===== config.mk =====
export PLATFORM = sky130hd
export DESIGN_NAME = m_net_req_arb_nch
export DESIGN_NICKNAME = d
export VERILOG_FILES = /design/src/rtl/m_net_req_arb_nch.sv
export SDC_FILE = /design/constraint.sdc
export NUM_CORES = 1
export LEC_CHECK = 0
export CAP_MARGIN = 20
export CORE_MARGIN = 2
export CORE_UTILIZATION = 55
export CTS_BUF_LIST = sky130_fd_sc_hd__clkbuf_4
export CTS_CLUSTER_DIAMETER = 120
export DETAILED_ROUTE_END_ITERATION = 10
export DONT_BUFFER_PORTS = 1
export PLACE_DENSITY = 0.7
export RECOVER_POWER = 50
export SYNTH_ARGS = -nofsm -noshare
export SYNTH_HDL_FRONTEND = slang
export SYNTH_SLANG_ARGS = --single-unit

===== constraint.sdc =====
create_clock -name sys_clk -period 3.6 [get_ports sys_clk]
set_input_delay 0.54 -clock sys_clk [delete_from_list [all_inputs] [get_ports sys_clk]]
set_output_delay 0.54 -clock sys_clk [all_outputs]
set_load 0.005 [all_outputs]

===== src/rtl/m_net_req_arb_nch.sv =====
// N-channel M_NET request arbiter: latches board requests, grants round-robin,
// streams a fixed-length frame from the granted board's buffer and routes tx data back.
module m_net_req_arb_nch #(
  parameter int CH_NUM    = 4,
  parameter int DW        = 8,
  parameter int AW        = 8,
  parameter int FRAME_LEN = 156,
  parameter int TIMEOUT   = 1500,
  parameter int DONE_DLY  = 5
) (
  input  logic                        sys_clk,
  input  logic                        rst,
  input  logic [CH_NUM-1:0]           im_req,
  input  logic [2:0]                  im_mode_reg,
  output logic [CH_NUM*AW-1:0]        om_rd_addr,
  input  logic [CH_NUM*DW-1:0]        im_rd_data,
  output logic                        o_rx_start,
  output logic [DW-1:0]               om_rx_data,
  output logic                        o_rx_data_en,
  output logic                        o_rx_end,
  output logic [$clog2(CH_NUM)-1:0]   om_rx_ch,
  input  logic [DW-1:0]               im_tx_data,
  input  logic                        i_tx_data_en,
  input  logic                        i_tx_busy,
  output logic [CH_NUM-1:0]           om_tx_data_en,
  output logic [CH_NUM*DW-1:0]        om_tx_data,
  output logic                        o_timeout
);

  localparam int          CW          = $clog2(CH_NUM);
  localparam logic [15:0] FRAME_LEN_C = 16'(FRAME_LEN);
  localparam logic [15:0] TIMEOUT_C   = 16'(TIMEOUT);

  typedef enum logic {IDLE, SERVE} state_e;

  state_e                state_q;
  logic [CH_NUM-1:0]     pending_q, pending_d;
  logic [CW-1:0]         grant_q, lastGrant_q, arbCh, arbCand;
  logic                  arbFound;
  logic [15:0]           cnt_q;
  logic                  rdEn, rdEnD1_q, rxEn_q, rxEnd_q, timeout_q;
  logic [DW-1:0]         rxData_q;
  logic                  busyD_q, busyFall, txDone;
  logic [DONE_DLY-1:0]   doneSr_q;
  logic [CH_NUM-1:0]     txSel, txEn_q;
  logic [CH_NUM*DW-1:0]  txData_q;

  // First pending channel after the last grant, wrapping around.
  always_comb begin
    arbFound = 1'b0;
    arbCh    = '0;
    arbCand  = '0;
    for (int k = 1; k <= CH_NUM; k++) begin
      arbCand = CW'((int'(lastGrant_q) + k) % CH_NUM);
      if (!arbFound && pending_q[arbCand]) begin
        arbFound = 1'b1;
        arbCh    = arbCand;
      end
    end
  end

  // A request arriving in the same cycle as the service clear is kept.
  always_comb begin
    pending_d = pending_q | im_req;
    if (state_q == SERVE) pending_d[grant_q] = im_req[grant_q];
  end

  assign rdEn     = (state_q == SERVE) && (cnt_q < FRAME_LEN_C);
  assign busyFall = busyD_q & ~i_tx_busy;
  assign txDone   = doneSr_q[DONE_DLY-1];

  always_ff @(posedge sys_clk or posedge rst) begin
    if (rst) begin
      state_q     <= IDLE;
      grant_q     <= '0;
      lastGrant_q <= CW'(CH_NUM - 1);
      cnt_q       <= '0;
      timeout_q   <= 1'b0;
    end else begin
      timeout_q <= 1'b0;
      case (state_q)
        IDLE: begin
          if (arbFound) begin
            state_q     <= SERVE;
            grant_q     <= arbCh;
            lastGrant_q <= arbCh;
            cnt_q       <= '0;
          end
        end
        SERVE: begin
          if (txDone) begin
            cnt_q <= '0;
            if (arbFound) begin
              grant_q     <= arbCh;
              lastGrant_q <= arbCh;
            end else begin
              state_q <= IDLE;
            end
          end else if (cnt_q == TIMEOUT_C) begin
            state_q   <= IDLE;
            cnt_q     <= '0;
            timeout_q <= 1'b1;
          end else begin
            cnt_q <= cnt_q + 16'd1;
          end
        end
        default: state_q <= IDLE;
      endcase
    end
  end

  // Read data arrives one cycle after the address and is registered once more.
  always_ff @(posedge sys_clk or posedge rst) begin
    if (rst) begin
      pending_q <= '0;
      rdEnD1_q  <= 1'b0;
      rxEn_q    <= 1'b0;
      rxEnd_q   <= 1'b0;
      rxData_q  <= '0;
      busyD_q   <= 1'b0;
      doneSr_q  <= '0;
    end else begin
      pending_q <= pending_d;
      rdEnD1_q  <= rdEn;
      rxEn_q    <= rdEnD1_q;
      rxEnd_q   <= rxEn_q & ~rdEnD1_q;
      rxData_q  <= rdEnD1_q ? im_rd_data[grant_q*DW +: DW] : '0;
      busyD_q   <= i_tx_busy;
      doneSr_q  <= (doneSr_q << 1) | DONE_DLY'(busyFall);
    end
  end

  always_comb begin
    om_rd_addr = '0;
    if (rdEn) om_rd_addr[grant_q*AW +: AW] = cnt_q[AW-1:0];
  end

  always_comb begin
    txSel = '0;
    for (int i = 0; i < CH_NUM; i++) begin
      txSel[i] = (im_mode_reg == 3'b010) || ((state_q == SERVE) && (grant_q == CW'(i)));
    end
  end

  always_ff @(posedge sys_clk or posedge rst) begin
    if (rst) begin
      txEn_q   <= '0;
      txData_q <= '0;
    end else begin
      txEn_q <= txSel & {CH_NUM{i_tx_data_en}};
      for (int i = 0; i < CH_NUM; i++) begin
        txData_q[i*DW +: DW] <= txSel[i] ? im_tx_data : '0;
      end
    end
  end

  assign o_rx_start    = rdEn & ~rdEnD1_q;
  assign om_rx_data    = rxData_q;
  assign o_rx_data_en  = rxEn_q;
  assign o_rx_end      = rxEnd_q;
  assign om_rx_ch      = grant_q;
  assign om_tx_data_en = txEn_q;
  assign om_tx_data    = txData_q;
  assign o_timeout     = timeout_q;

endmodule


Yosys cells after proc, flatten, opt, wreduce, memory -nomap -nowiden
Cells that the tools add are included.

Register bits: 79. Bits of input ports: 51. Output and inout port bits: 82. Logic and storage cells: 109.

Add/subtract/negate cells: 6. Order comparisons: 7. Eq/ne operators: 7. Shift-type cells: 3. Multiplexer cells: 45. Bitwise logic cells: 10. Reductions and logical operators: 17.

Operators with widths (number): 16-bit two-way mux (3); 8-bit two-way mux (5); 5-bit negator with 34-bit output (1); 8-bit by 34-bit variable shift with 32-bit output, first input constant (1); 8-bit by 34-bit variable part select with 32-bit output (1); 32-bit bitwise AND (1); 32-bit two-way mux (1); 16-bit one-hot mux with 2 select lines (1); 32-bit by 6-bit variable part select with 8-bit output (1); 16-bit by 1-bit adder with 16-bit output, second input constant (1); 16-bit by 11-bit equality test with 1-bit output, second input constant (1); 16-bit by 8-bit less-than comparator with 1-bit output, second input constant (1); 1-bit two-way mux (16); 2-bit two-way mux (8); 2-bit by 3-bit less-than comparator with 1-bit output, second input constant (5); 1-bit binary-select mux with 2-bit select (5); 1-bit logical AND (9); 2-bit one-hot mux with 2 select lines (2); 5-bit by 1-bit bitwise OR with 5-bit output (1); 2-bit by 1-bit adder with 2-bit output, second input constant (2); 2-bit adder, second input constant (2); 4-bit bitwise AND (1); 4-bit bitwise mux (1); 2-bit equality test, second input constant (2); 14 further kinds (23).

Depth between registers and ports, before layout
Word-level depth: 16. Gate-level depth with buffers: 8. Depth with buffers taken out: 6.

Least setup slack after synthesis
OpenSTA, ideal clock, no wires.

Kind: reg-to-output. Start point: reg grant_q[1], in the netlist om_rx_ch[1]. End point: out om_rd_addr[26]. Arrival: 2072 ps. Required time: 3060 ps. Setup slack: 988 ps. Stages on the path, launching flop included: 7. Buffers on the path: 1. Cells stage by stage: dfrtp_1 clkbuf_1 inv_1 ha_1 or4b_1 nor3_2 and2_1.

Cells in the longest elaborated chain, start to end: 4. Elaborated cells on any way between the ends: 5. Those cells by class: add/sub (1); shift (2); mux (1); bitwise (1).

RTL lines: start, declared (line 38) `logic [CW-1:0] grant_q, lastGrant_q, arbCh, arbCand;`; start signal, assigned (line 85) `grant_q <= arbCh;`; start signal, assigned (line 94) `grant_q <= arbCh;`; 5-bit negator with 34-bit output (*) (line 135) `if (rdEn) om_rd_addr[grant_q*AW +: AW] = cnt_q[AW-1:0];`; 8-bit by 34-bit variable part select with 32-bit output or 8-bit by 34-bit variable shift with 32-bit output (tied branches) (line 135); 32-bit bitwise AND (no line) (*); 32-bit two-way mux (*) (line 135); end, declared (line 15) `output logic [CH_NUM*AW-1:0] om_rd_addr,`.

Mark *: on every way between the ends. The rest lies on a longest branch, timed or not.

Worst setup path after layout
Start point: reg grant_q[0], in the netlist om_rx_ch[0]. End point: out om_rd_addr[26].

Same word-level chain as after synthesis.

==> results.json <==
{
  "ys_async_sr_fraction": 1.00,
  "min_period_over_period": 0.871,
  "hold_buffers": 0,
  "synth_area_per_cell_um2": 10.9,
  "leakage_uw": 0.00177,
  "grt_max_degree": 45,
  "ir_worst_vdd_mv": 0.369,
  "synth_nets": 396,
  "coreArea_um2": 6420,
  "syn-instance-count": 338,
  "firstDrtPassIters": 10,
  "fin_tns_setup_ns": 0,
  "grt_pass1_wl_um": 13300,
  "worstPathMaxFanout": 16,
  "synth_top_cells_by_area": "dfrtp_1 52%, and2_1 8.8%, mux4_2 5.5%",
  "yosysTopAreaCell": "dfrtp_1",
  "cts.htree.levels": 3,
  "cts-buffers-inserted": 9,
  "cts_setup_buffers": 0,
  "fillers": 547,
  "vias": 2651,
  "first_iter_violations": 207,
  "yosysWarnings": 0,
  "synth-seq-cells": 79,
  "setup_viol": 0,
  "clock-sinks": 79,
  "cts_root_buf": "clkbuf_4",
  "regArea_um2": 1980,
  "hold_path.class": "in -> reg",
  "busiest_layer": "met2",
  "die_w_um": 85.8,
  "ys.flop_type": "dfrtp_1",
  "grt_usage": 0.238,
  "met3_usage": 0.0847,
  "cp-start-kind": "register",
  "routed_wl_um": 8530,
  "syn_area_um2": 3680,
  "crit_family": "simple AND/OR/NAND/NOR gates",
  "max_slew.worst_pin.slew_ns": 1.56,
  "slew_headroom": -0.0395,
  "cp_num_buf_inv": 2,
  "cts_tree": "done",
  "drc": 8,
  "cpPeakStageDelay_ns": 0.67,
  "yosysSeqAreaShare": 0.538,
  "finalCriticalPeriod_ns": 3.14,
  "rows": 29,
  "area_growth_pct": 5.72,
  "run_status": "finished with violations",
  "max_freq_ghz": 0.319,
  "place_area_um2": 3770,
  "synth-edff-count": 0,
  "io_pins": 133,
  "dp.final_hpwl_um": 6190,
  "power.density_nw_per_um2": 624,
  "wire_per_inst_um": 20.1,
  "die_h_um": 85.8,
  "path_clk_slew_ns": 0.14,
  "design_area_um2": 3890,
  "final_nets": 400,
  "synth.distinct_cells": 44,
  "rsz0062_at_grt": "no",
  "end_kind": "output pin",
  "final_cell_mix": "77 x dfrtp_1, 52 x and2_1, 23 x nand2_1, 17 x and3_1",
  "finalWeightedCongestion": 0.845,
  "io_buffers": 0,
  "grt_pass1_vias": 2583,
  "post_cts_resized": 0,
  "maxCapViolCount": 1,
  "hold_viol": 0,
  "skew_ns": 0.0147,
  "clockBufferDepth": 2,
  "antenna_found_initial": 0,
  "die-area_um2": 7360,
  "final_common_cell": "dfrtp_1",
  "drive_above_1_share": 0.115,
  "crit_required_ns": 3.06,
  "drtAntennaViolNets": 0,
  "routed_via_density": 6.25,
  "violations": "design-rule violations, max-capacitance violations, max-slew violations",
  "worstSkewPairLatency_ns": 0.43,
  "crit_chain": "buf_4 > inv_1 > ha_1 > or4b_1 > nor3_2 > and2_1",
  "synth_top_area_share": 0.524,
  "use_met1": 0.304,
  "grtUsageMet2": 0.381,
  "diodes": 0,
  "multi_input_area_um2": 1580,
  "cp_slowest_cell": "or4b_1",
  "grt_overflow": 0,
  "worstPathArrival_ns": 2.60,
  "initial_core_util": 0.573,
  "crit_type": "reg -> out",
  "maxSlewViolCount": 45
}
-- flip-flops by register name, summed over array words and instances (netlist names), 2 cells and up --
register and flops:
cnt_q 16, doneSr_q 5, lastGrant_q 2, om_rx_ch 2, om_rx_data 8, om_tx_data 32, om_tx_data_en 4, pending_q 4
-- cells in the mapped netlist, types with 4 or more instances --
cell type / n
dfrtp_1: 77
a31oi_1: 15
and2_1: 52
nand2b_1: 6
o21ai_0: 7
a21oi_1: 6
nor2b_1: 5
o211ai_1: 4
nand3_1: 8
nand3b_1: 4
nor4_1: 13
clkbuf_1: 4
and3_1: 17
inv_1: 11
nor3_1: 6
nor2_1: 15
nand4_1: 6
ha_1: 7
nand2_1: 23
buf_2: 11
mux4_2: 9
-- routing by layer --
| layer | wire length [um] | vias up |
|---|---|---|
| met5 | 0 | - |
| met4 | 150 | 0 |
| met3 | 760 | 13 |
| met2 | 4170 | 136 |
| met1 | 3450 | 1302 |
| li1 | - | 1200 |
-- area by class of cell --
cell class | instances | share of cell area
Multi-Input combinational cell | 232 | 0.407
Tap cell | 77 | 0.0248
Timing Repair Buffer | 9 | 0.0154
Sequential cell | 79 | 0.509
Clock inverter | 7 | 0.0158
Inverter | 11 | 0.0106
Clock buffer | 9 | 0.0174
-- power by group --
part           total, uW  internal [uW]  leakage [uW]  switching (uW)
clock network        496            155     0.0000655             342
logic                678            305      0.000687             373
registers           1250           1090       0.00102             166
-- worst reg2reg max path, delay by kind of cell, from the launching register on --
kind                       cells  cell delay (ns)
and+or+nand+nor                3             0.92
adders and majority gates      1             0.21
DFF                            1             0.49
AOI/OAI and AO/OA              1             0.09
buffers and inverters          2             0.39
-- cells by family (layout without fill, tap and decap cells) --
family	Yosys count	in the layout	share of synthesized area
compound gates	44	44	0.0745
buf+inv	27	36	0.0316
mux	10	10	0.0582
fa+ha+maj	7	7	0.0238
simple gates	168	168	0.266
xor+xnor	3	3	0.00715
flops	79	79	0.538
-- per-stage QoR --
step	std cells	utilization	hold WS (ns)	power, uW	setup WS (ns)
2_1_floorplan	338	-	0.331	1750	0.988
3_3_place_gp	408	0.586	0.335	1930	0.982
3_5_place_dp	408	0.586	0.336	1960	0.927
4_1_cts	424	0.606	0.0995	2450	0.422
5_1_grt	424	0.605	0.0832	2580	0.242
6_report	424	0.605	0.133	2430	0.464
-- path summary, 6_finish.rpt --
kind / to / slack, ns / cells after the start / start
min in group asynchronous: om_tx_data[26]$_DFF_PP0_ / 0.46 / 1 / rst
hold reg to reg: doneSr_q[4]$_DFF_PP0_ / 0.36 / 0 / doneSr_q[3]$_DFF_PP0_
hold / removal: busyD_q$_DFF_PP0_ / 0.13 / 0 / i_tx_busy
setup / recovery: om_rd_addr[26] / 0.46 / 6 / om_rx_ch[0]$_DFFE_PP0P_
setup reg to reg: cnt_q[12]$_DFFE_PP0P_ / 1.45 / 7 / cnt_q[0]$_DFFE_PP0P_
max in group asynchronous: doneSr_q[2]$_DFF_PP0_ / 1.49 / 2 / rst
Power figures use the tool's default switching activity.
